[src/rtl/seq_divider.sv]
// -----------------------------------------------------------------------------
// seq_divider
//   Multi-cycle radix-2 restoring divider, one quotient bit per clock.
//   Handles signed (two's-complement) and unsigned operands per operation,
//   flags divide-by-zero and signed overflow (MIN / -1), truncates toward zero
//   and gives the remainder the sign of the dividend. Operands are latched on
//   the start edge, so the inputs may change freely afterwards.
//
// Ports
//   clk          rising-edge clock
//   rst_n        asynchronous active-low reset
//   start        launch request, honoured only while busy is low
//   signed_op    1: signed operation, 0: unsigned (sampled with start)
//   abort        cancels an operation in CALC or FIX; outputs are kept
//   dividend     numerator (sampled with start)
//   divisor      denominator (sampled with start)
//   busy         operation in flight
//   done         one-cycle pulse, results valid from this cycle on
//   quotient     registered quotient, held until the next completion
//   remainder    registered remainder, held until the next completion
//   div_by_zero  divisor was zero for the last completed operation
//   overflow     signed MIN / -1 for the last completed operation
// -----------------------------------------------------------------------------
module seq_divider #(
    parameter int WIDTH = 64,
    parameter int CNT_W = 8
) (
    input  logic             clk,
    input  logic             rst_n,
    input  logic             start,
    input  logic             signed_op,
    input  logic             abort,
    input  logic [WIDTH-1:0] dividend,
    input  logic [WIDTH-1:0] divisor,
    output logic             busy,
    output logic             done,
    output logic [WIDTH-1:0] quotient,
    output logic [WIDTH-1:0] remainder,
    output logic             div_by_zero,
    output logic             overflow
);

    typedef enum logic [1:0] {
        IDLE = 2'd0,
        CALC = 2'd1,
        FIX  = 2'd2,
        DONE = 2'd3
    } state_t;

    localparam logic [CNT_W-1:0] LAST_ITER = CNT_W'(WIDTH - 1);
    localparam logic [CNT_W-1:0] CNT_ZERO  = {CNT_W{1'b0}};
    localparam logic [CNT_W-1:0] CNT_ONE   = CNT_W'(1);
    localparam logic [WIDTH-1:0] ZERO_W    = {WIDTH{1'b0}};
    localparam logic [WIDTH-1:0] ONES_W    = {WIDTH{1'b1}};
    localparam logic [WIDTH-1:0] MIN_W     = {1'b1, {(WIDTH-1){1'b0}}};

    state_t           state_r;
    state_t           state_nxt_s;

    logic [WIDTH-1:0] rem_r;       // upper half of the partial remainder
    logic [WIDTH-1:0] quo_r;       // lower half: dividend bits shifting out, quotient bits in
    logic [WIDTH-1:0] dvsr_r;      // divisor magnitude
    logic [CNT_W-1:0] cnt_r;
    logic             neg_q_r;
    logic             neg_r_r;
    logic             ovf_r;

    logic             busy_r;
    logic             done_r;
    logic [WIDTH-1:0] quotient_r;
    logic [WIDTH-1:0] remainder_r;
    logic             dbz_r;
    logic             overflow_r;

    logic             a_neg_s;
    logic             b_neg_s;
    logic [WIDTH-1:0] a_abs_s;
    logic [WIDTH-1:0] b_abs_s;
    logic [WIDTH:0]   shifted_s;
    logic             trial_ok_s;
    logic [WIDTH-1:0] trial_s;

    // Operand magnitudes and one restoring-division step
    always_comb begin
        a_neg_s    = signed_op & dividend[WIDTH-1];
        b_neg_s    = signed_op & divisor[WIDTH-1];
        // |MIN| wraps to MIN, which read as unsigned is the correct magnitude
        a_abs_s    = a_neg_s ? (ZERO_W - dividend) : dividend;
        b_abs_s    = b_neg_s ? (ZERO_W - divisor) : divisor;
        shifted_s  = {rem_r, quo_r[WIDTH-1]};
        trial_ok_s = (shifted_s >= {1'b0, dvsr_r});
        // When the trial succeeds the true difference is below dvsr_r, so the
        // low WIDTH bits of the subtraction are exact
        trial_s    = shifted_s[WIDTH-1:0] - dvsr_r;
    end

    // FSM state register
    always_ff @(posedge clk or negedge rst_n) begin
        if (!rst_n) begin
            state_r <= IDLE;
        end else begin
            state_r <= state_nxt_s;
        end
    end

    // FSM next-state logic
    always_comb begin
        state_nxt_s = state_r;
        case (state_r)
            IDLE: begin
                if (start) begin
                    if (divisor == ZERO_W) begin
                        state_nxt_s = DONE;
                    end else begin
                        state_nxt_s = CALC;
                    end
                end else begin
                    state_nxt_s = IDLE;
                end
            end
            CALC: begin
                if (abort) begin
                    state_nxt_s = IDLE;
                end else if (cnt_r == LAST_ITER) begin
                    state_nxt_s = FIX;
                end else begin
                    state_nxt_s = CALC;
                end
            end
            FIX: begin
                if (abort) begin
                    state_nxt_s = IDLE;
                end else begin
                    state_nxt_s = DONE;
                end
            end
            DONE:    state_nxt_s = IDLE;
            default: state_nxt_s = IDLE;
        endcase
    end

    // Datapath, result registers and handshake outputs
    always_ff @(posedge clk or negedge rst_n) begin
        if (!rst_n) begin
            rem_r       <= ZERO_W;
            quo_r       <= ZERO_W;
            dvsr_r      <= ZERO_W;
            cnt_r       <= CNT_ZERO;
            neg_q_r     <= 1'b0;
            neg_r_r     <= 1'b0;
            ovf_r       <= 1'b0;
            busy_r      <= 1'b0;
            done_r      <= 1'b0;
            quotient_r  <= ZERO_W;
            remainder_r <= ZERO_W;
            dbz_r       <= 1'b0;
            overflow_r  <= 1'b0;
        end else begin
            busy_r <= (state_nxt_s != IDLE);
            // done follows the DONE state by one edge, coinciding with busy falling
            done_r <= (state_r == DONE);
            case (state_r)
                IDLE: begin
                    if (start) begin
                        if (divisor == ZERO_W) begin
                            quotient_r  <= ONES_W;
                            remainder_r <= dividend;
                            dbz_r       <= 1'b1;
                            overflow_r  <= 1'b0;
                        end else begin
                            rem_r   <= ZERO_W;
                            quo_r   <= a_abs_s;
                            dvsr_r  <= b_abs_s;
                            cnt_r   <= CNT_ZERO;
                            neg_q_r <= a_neg_s ^ b_neg_s;
                            neg_r_r <= a_neg_s;
                            ovf_r   <= signed_op & (dividend == MIN_W) & (divisor == ONES_W);
                        end
                    end
                end
                CALC: begin
                    if (!abort) begin
                        rem_r <= trial_ok_s ? trial_s : shifted_s[WIDTH-1:0];
                        quo_r <= {quo_r[WIDTH-2:0], trial_ok_s};
                        cnt_r <= cnt_r + CNT_ONE;
                    end
                end
                FIX: begin
                    if (!abort) begin
                        quotient_r  <= neg_q_r ? (ZERO_W - quo_r) : quo_r;
                        remainder_r <= neg_r_r ? (ZERO_W - rem_r) : rem_r;
                        dbz_r       <= 1'b0;
                        overflow_r  <= ovf_r;
                    end
                end
                default: begin
                end
            endcase
        end
    end

    assign busy        = busy_r;
    assign done        = done_r;
    assign quotient    = quotient_r;
    assign remainder   = remainder_r;
    assign div_by_zero = dbz_r;
    assign overflow    = overflow_r;

endmodule

[config.mk]
export PLATFORM = sky130hd
export DESIGN_NAME = seq_divider
export DESIGN_NICKNAME = d
export VERILOG_FILES = /design/src/rtl/seq_divider.sv
export SDC_FILE = /design/constraint.sdc
export NUM_CORES = 1
export LEC_CHECK = 0
export BUFFER_PORTS_ARGS = -buffer_cell sky130_fd_sc_hd__clkbuf_2
export CAP_MARGIN = 20
export CORE_MARGIN = 5
export CORE_UTILIZATION = 54
export CTS_CLUSTER_DIAMETER = 40
export CTS_CLUSTER_SIZE = 40
export DETAILED_ROUTE_END_ITERATION = 10
export PLACE_DENSITY_LB_ADDON = 0.25
export SLEW_MARGIN = 0
export SYNTH_ARGS = -nofsm -noshare
export SYNTH_HDL_FRONTEND = slang
export SYNTH_SLANG_ARGS = --single-unit
[constraint.sdc]
create_clock -name clk -period 8.1 [get_ports clk]
set_input_delay 1.62 -clock clk [delete_from_list [all_inputs] [get_ports clk]]
set_output_delay 1.62 -clock clk [all_outputs]
set_load 0.01 [all_outputs]
==> out/results.tsv <==
metric	value	unit
hold_slack	0.475	ns
dpl-instance-area	25100	um^2
syn_avg_cell_area	7.91	um^2
ant_nets	0	
synth-xor-area-share	11.3	%
r2r-start	rem_r[18]	
yosysSeqAreaShare	35.9	%
rsz0062_at_grt	false	
ys_ff_latch	337	
synthFlopType	dfrtp_1	
rr_worst_depth	12	
synth_cell_types	77	
drive_gt1_share	13.1	%
final_area	26900	um^2
ys_warn_count	0	
power.density	230	nW/um^2
yosys.area_share.simple	20.2	%
cp.arrival	5.54	ns
start_kind	primary input	
first_pass_iters	5	
clkSinkCount	337	
cts_tree	yes	
yosysTopAreaCell	dfrtp_1	
cp.required	8.61	ns
ctsResizeCount	0	
cts-root-buf	clkbuf_16	
grt_usage	29.8	%
peakVddDrop	0.125	mV
antenna_found_initial	0	
die_area	47800	um^2
clk_pin_slew	0.05	ns
crit_fanout	55	
synth_fa_ha_area_share	3.81	%
clock_path_buffers	3	
synth.area.mux_share	1.11	%
finClkSkew	0.0322	ns
die_w	219	um
wire_per_inst	19.3	um
synthArstFlopShare	100	%
final_hold_viol_count	0	
dp.cells	3661	
finalNonFillerCells	3755	
fin_util	62.4	%
num_io_pins	265	
pre_cts_ws	2.48	ns
wirelength	72600	um
crit_end	quotient[48]	
crit_start	divisor[7]	
slew_headroom	28.2	%
start_util	54.5	%
synth_nets	3174	
dr.first_iter.drc_count	1617	
io_buffers	264	
htree_levels	2	
post_cts_buffers	0	
synth-edff-count	0	
drc	0	
synth_cells	2970	
dp_hpwl	55800	um
min_period	5.02	ns
ctsHoldBuffers	0	
synth.most_common_cell	nand2_1	
worstHoldPathType	reg2reg	
nets	3332	
synth_top_family_by_area	compound AO/OA/AOI/OAI gates	
drt-vias-per-instance	5.95	
fmax	199	MHz
synth_area_leaders	dfrtp_1 36%, o21ai_0 7.5%, xor2_1 7.3%	
netlist.area_leader.share	35.9	%
rows	76	
floorplan.die.height	219	um
setup.worst_path.end_class	flip-flop	
synth_area	23500	um^2
cts_buffers	50	
grt-ovfl-total	0	
setup_viol	0	
outcome	complete, no violations	
grt_pass1_wl	115000	um
grt_max_degree	121	
drv_cap	0	
timing.final.max_slew_violations	0	
insertion_delay	0.60	ns
vias	22359	
core	43100	um^2
worstReg2RegEnd	rem_r[18]	
syn_to_final_growth	14.4	%
leakage	12.1	nW
worst_pin_slew	1.08	ns
gp_congestion	0.956	
criticalPathCategory	in2reg	
post-route-period-util	62.0	%
layout_setup_ws	3.08	ns
tns	0	ns
regToRegSetupSlack	3.24	ns
synth_commonest_cells	373 x nand2_1, 351 x o21ai_0, 337 x dfrtp_1	
power.total	6.18	mW
synth_compound_area_share	23.1	%
grt_pass1_vias	21445	
[final cells by class]
class                   count  area, um^2
inverters                 100         375
repair buffers            286        1510
well taps                 585         732
fillers                  3930       16200
clock inverters            31         412
clock buffers              60        1350
diodes                      3        7.51
multi-input cells        2353       14100
flip-flops and latches    337        8430
[per-layer routing]
layer / GRT usage (%) / vias to the layer above / routed length, um
met5: 0 / - / 0
met1: 41.9 / 10488 / 32100
met2: 46.6 / 842 / 32300
met4: 12.9 / 0 / 3140
met3: 3.78 / 177 / 5040
li1: - / 10852 / -
[worst min-delay path by stage]
stage | slack [ns] | end | depth (start not counted) | startpoint
floorplan | 0.44 | ovf_r | 2 | ovf_r
global placement | 0.45 | ovf_r | 2 | ovf_r
detailed placement | 0.47 | dvsr_r[23] | 2 | dvsr_r[23]
CTS | 0.48 | dvsr_r[23] | 2 | dvsr_r[23]
global route | 0.50 | dvsr_r[37] | 2 | dvsr_r[37]
finish | 0.48 | dvsr_r[54] | 2 | dvsr_r[54]
[logic make-up after synthesis]
group	after synthesis
and+or+nand+nor	1020
buffers and inverters	280
adders and majority gates	71
muxes	26
DFF	337
xor gates and xnor gates	303
AOI/OAI and AO/OA	933
[cells in the final DEF (no fill, tap or decap), types with 16 or more instances in the layout]
cell | Yosys | final
clkbuf_16 | 0 | 51
dfrtp_1 | 337 | 337
xor2_1 | 196 | 196
o41ai_1 | 24 | 24
o31ai_1 | 57 | 57
nand2_1 | 373 | 372
or4_1 | 28 | 28
a21oi_1 | 326 | 325
nand4_1 | 42 | 42
a31oi_1 | 23 | 23
nor4_1 | 21 | 21
o21ai_0 | 351 | 351
xnor2_1 | 107 | 107
or3_1 | 63 | 63
nor2_1 | 253 | 250
a32oi_1 | 18 | 18
nor3_1 | 102 | 102
clkbuf_2 | 1 | 263
inv_1 | 100 | 100
buf_4 | 0 | 20
nand2b_1 | 30 | 29
o21bai_1 | 16 | 16
nand3_1 | 37 | 37
ha_1 | 70 | 70
a21o_1 | 44 | 43
mux2i_1 | 25 | 25
[state kept, by name, indices dropped and copies added (netlist names)]
signal / cells
dvsr_r: 64
remainder: 64
cnt_r: 8
neg_r_r: 1
done: 1
quotient: 64
rem_r: 64
overflow: 1
busy: 1
ovf_r: 1
state_r: 2
div_by_zero: 1
neg_q_r: 1
quo_r: 64
[critical path, cell delays in order]
cell and delay, ns:
clkbuf_2 0.15, or4_1 0.54, nor4_1 0.32, and4_1 0.33, nand2_1 0.16, nor2_1 0.19, and3_1 0.37, and3_2 0.24
buf_4 0.51, or2_0 0.64, buf_6 0.25, nor2_1 0.06, a21oi_1 0.12
[power by group]
part	internal [mW]	switching, mW	total (mW)
Combinational	0.632	1.08	1.71
Sequential	1.93	0.268	2.20
Clock	1.43	0.839	2.27
Total	3.99	2.18	6.18
(Power assumes the default switching activity.)
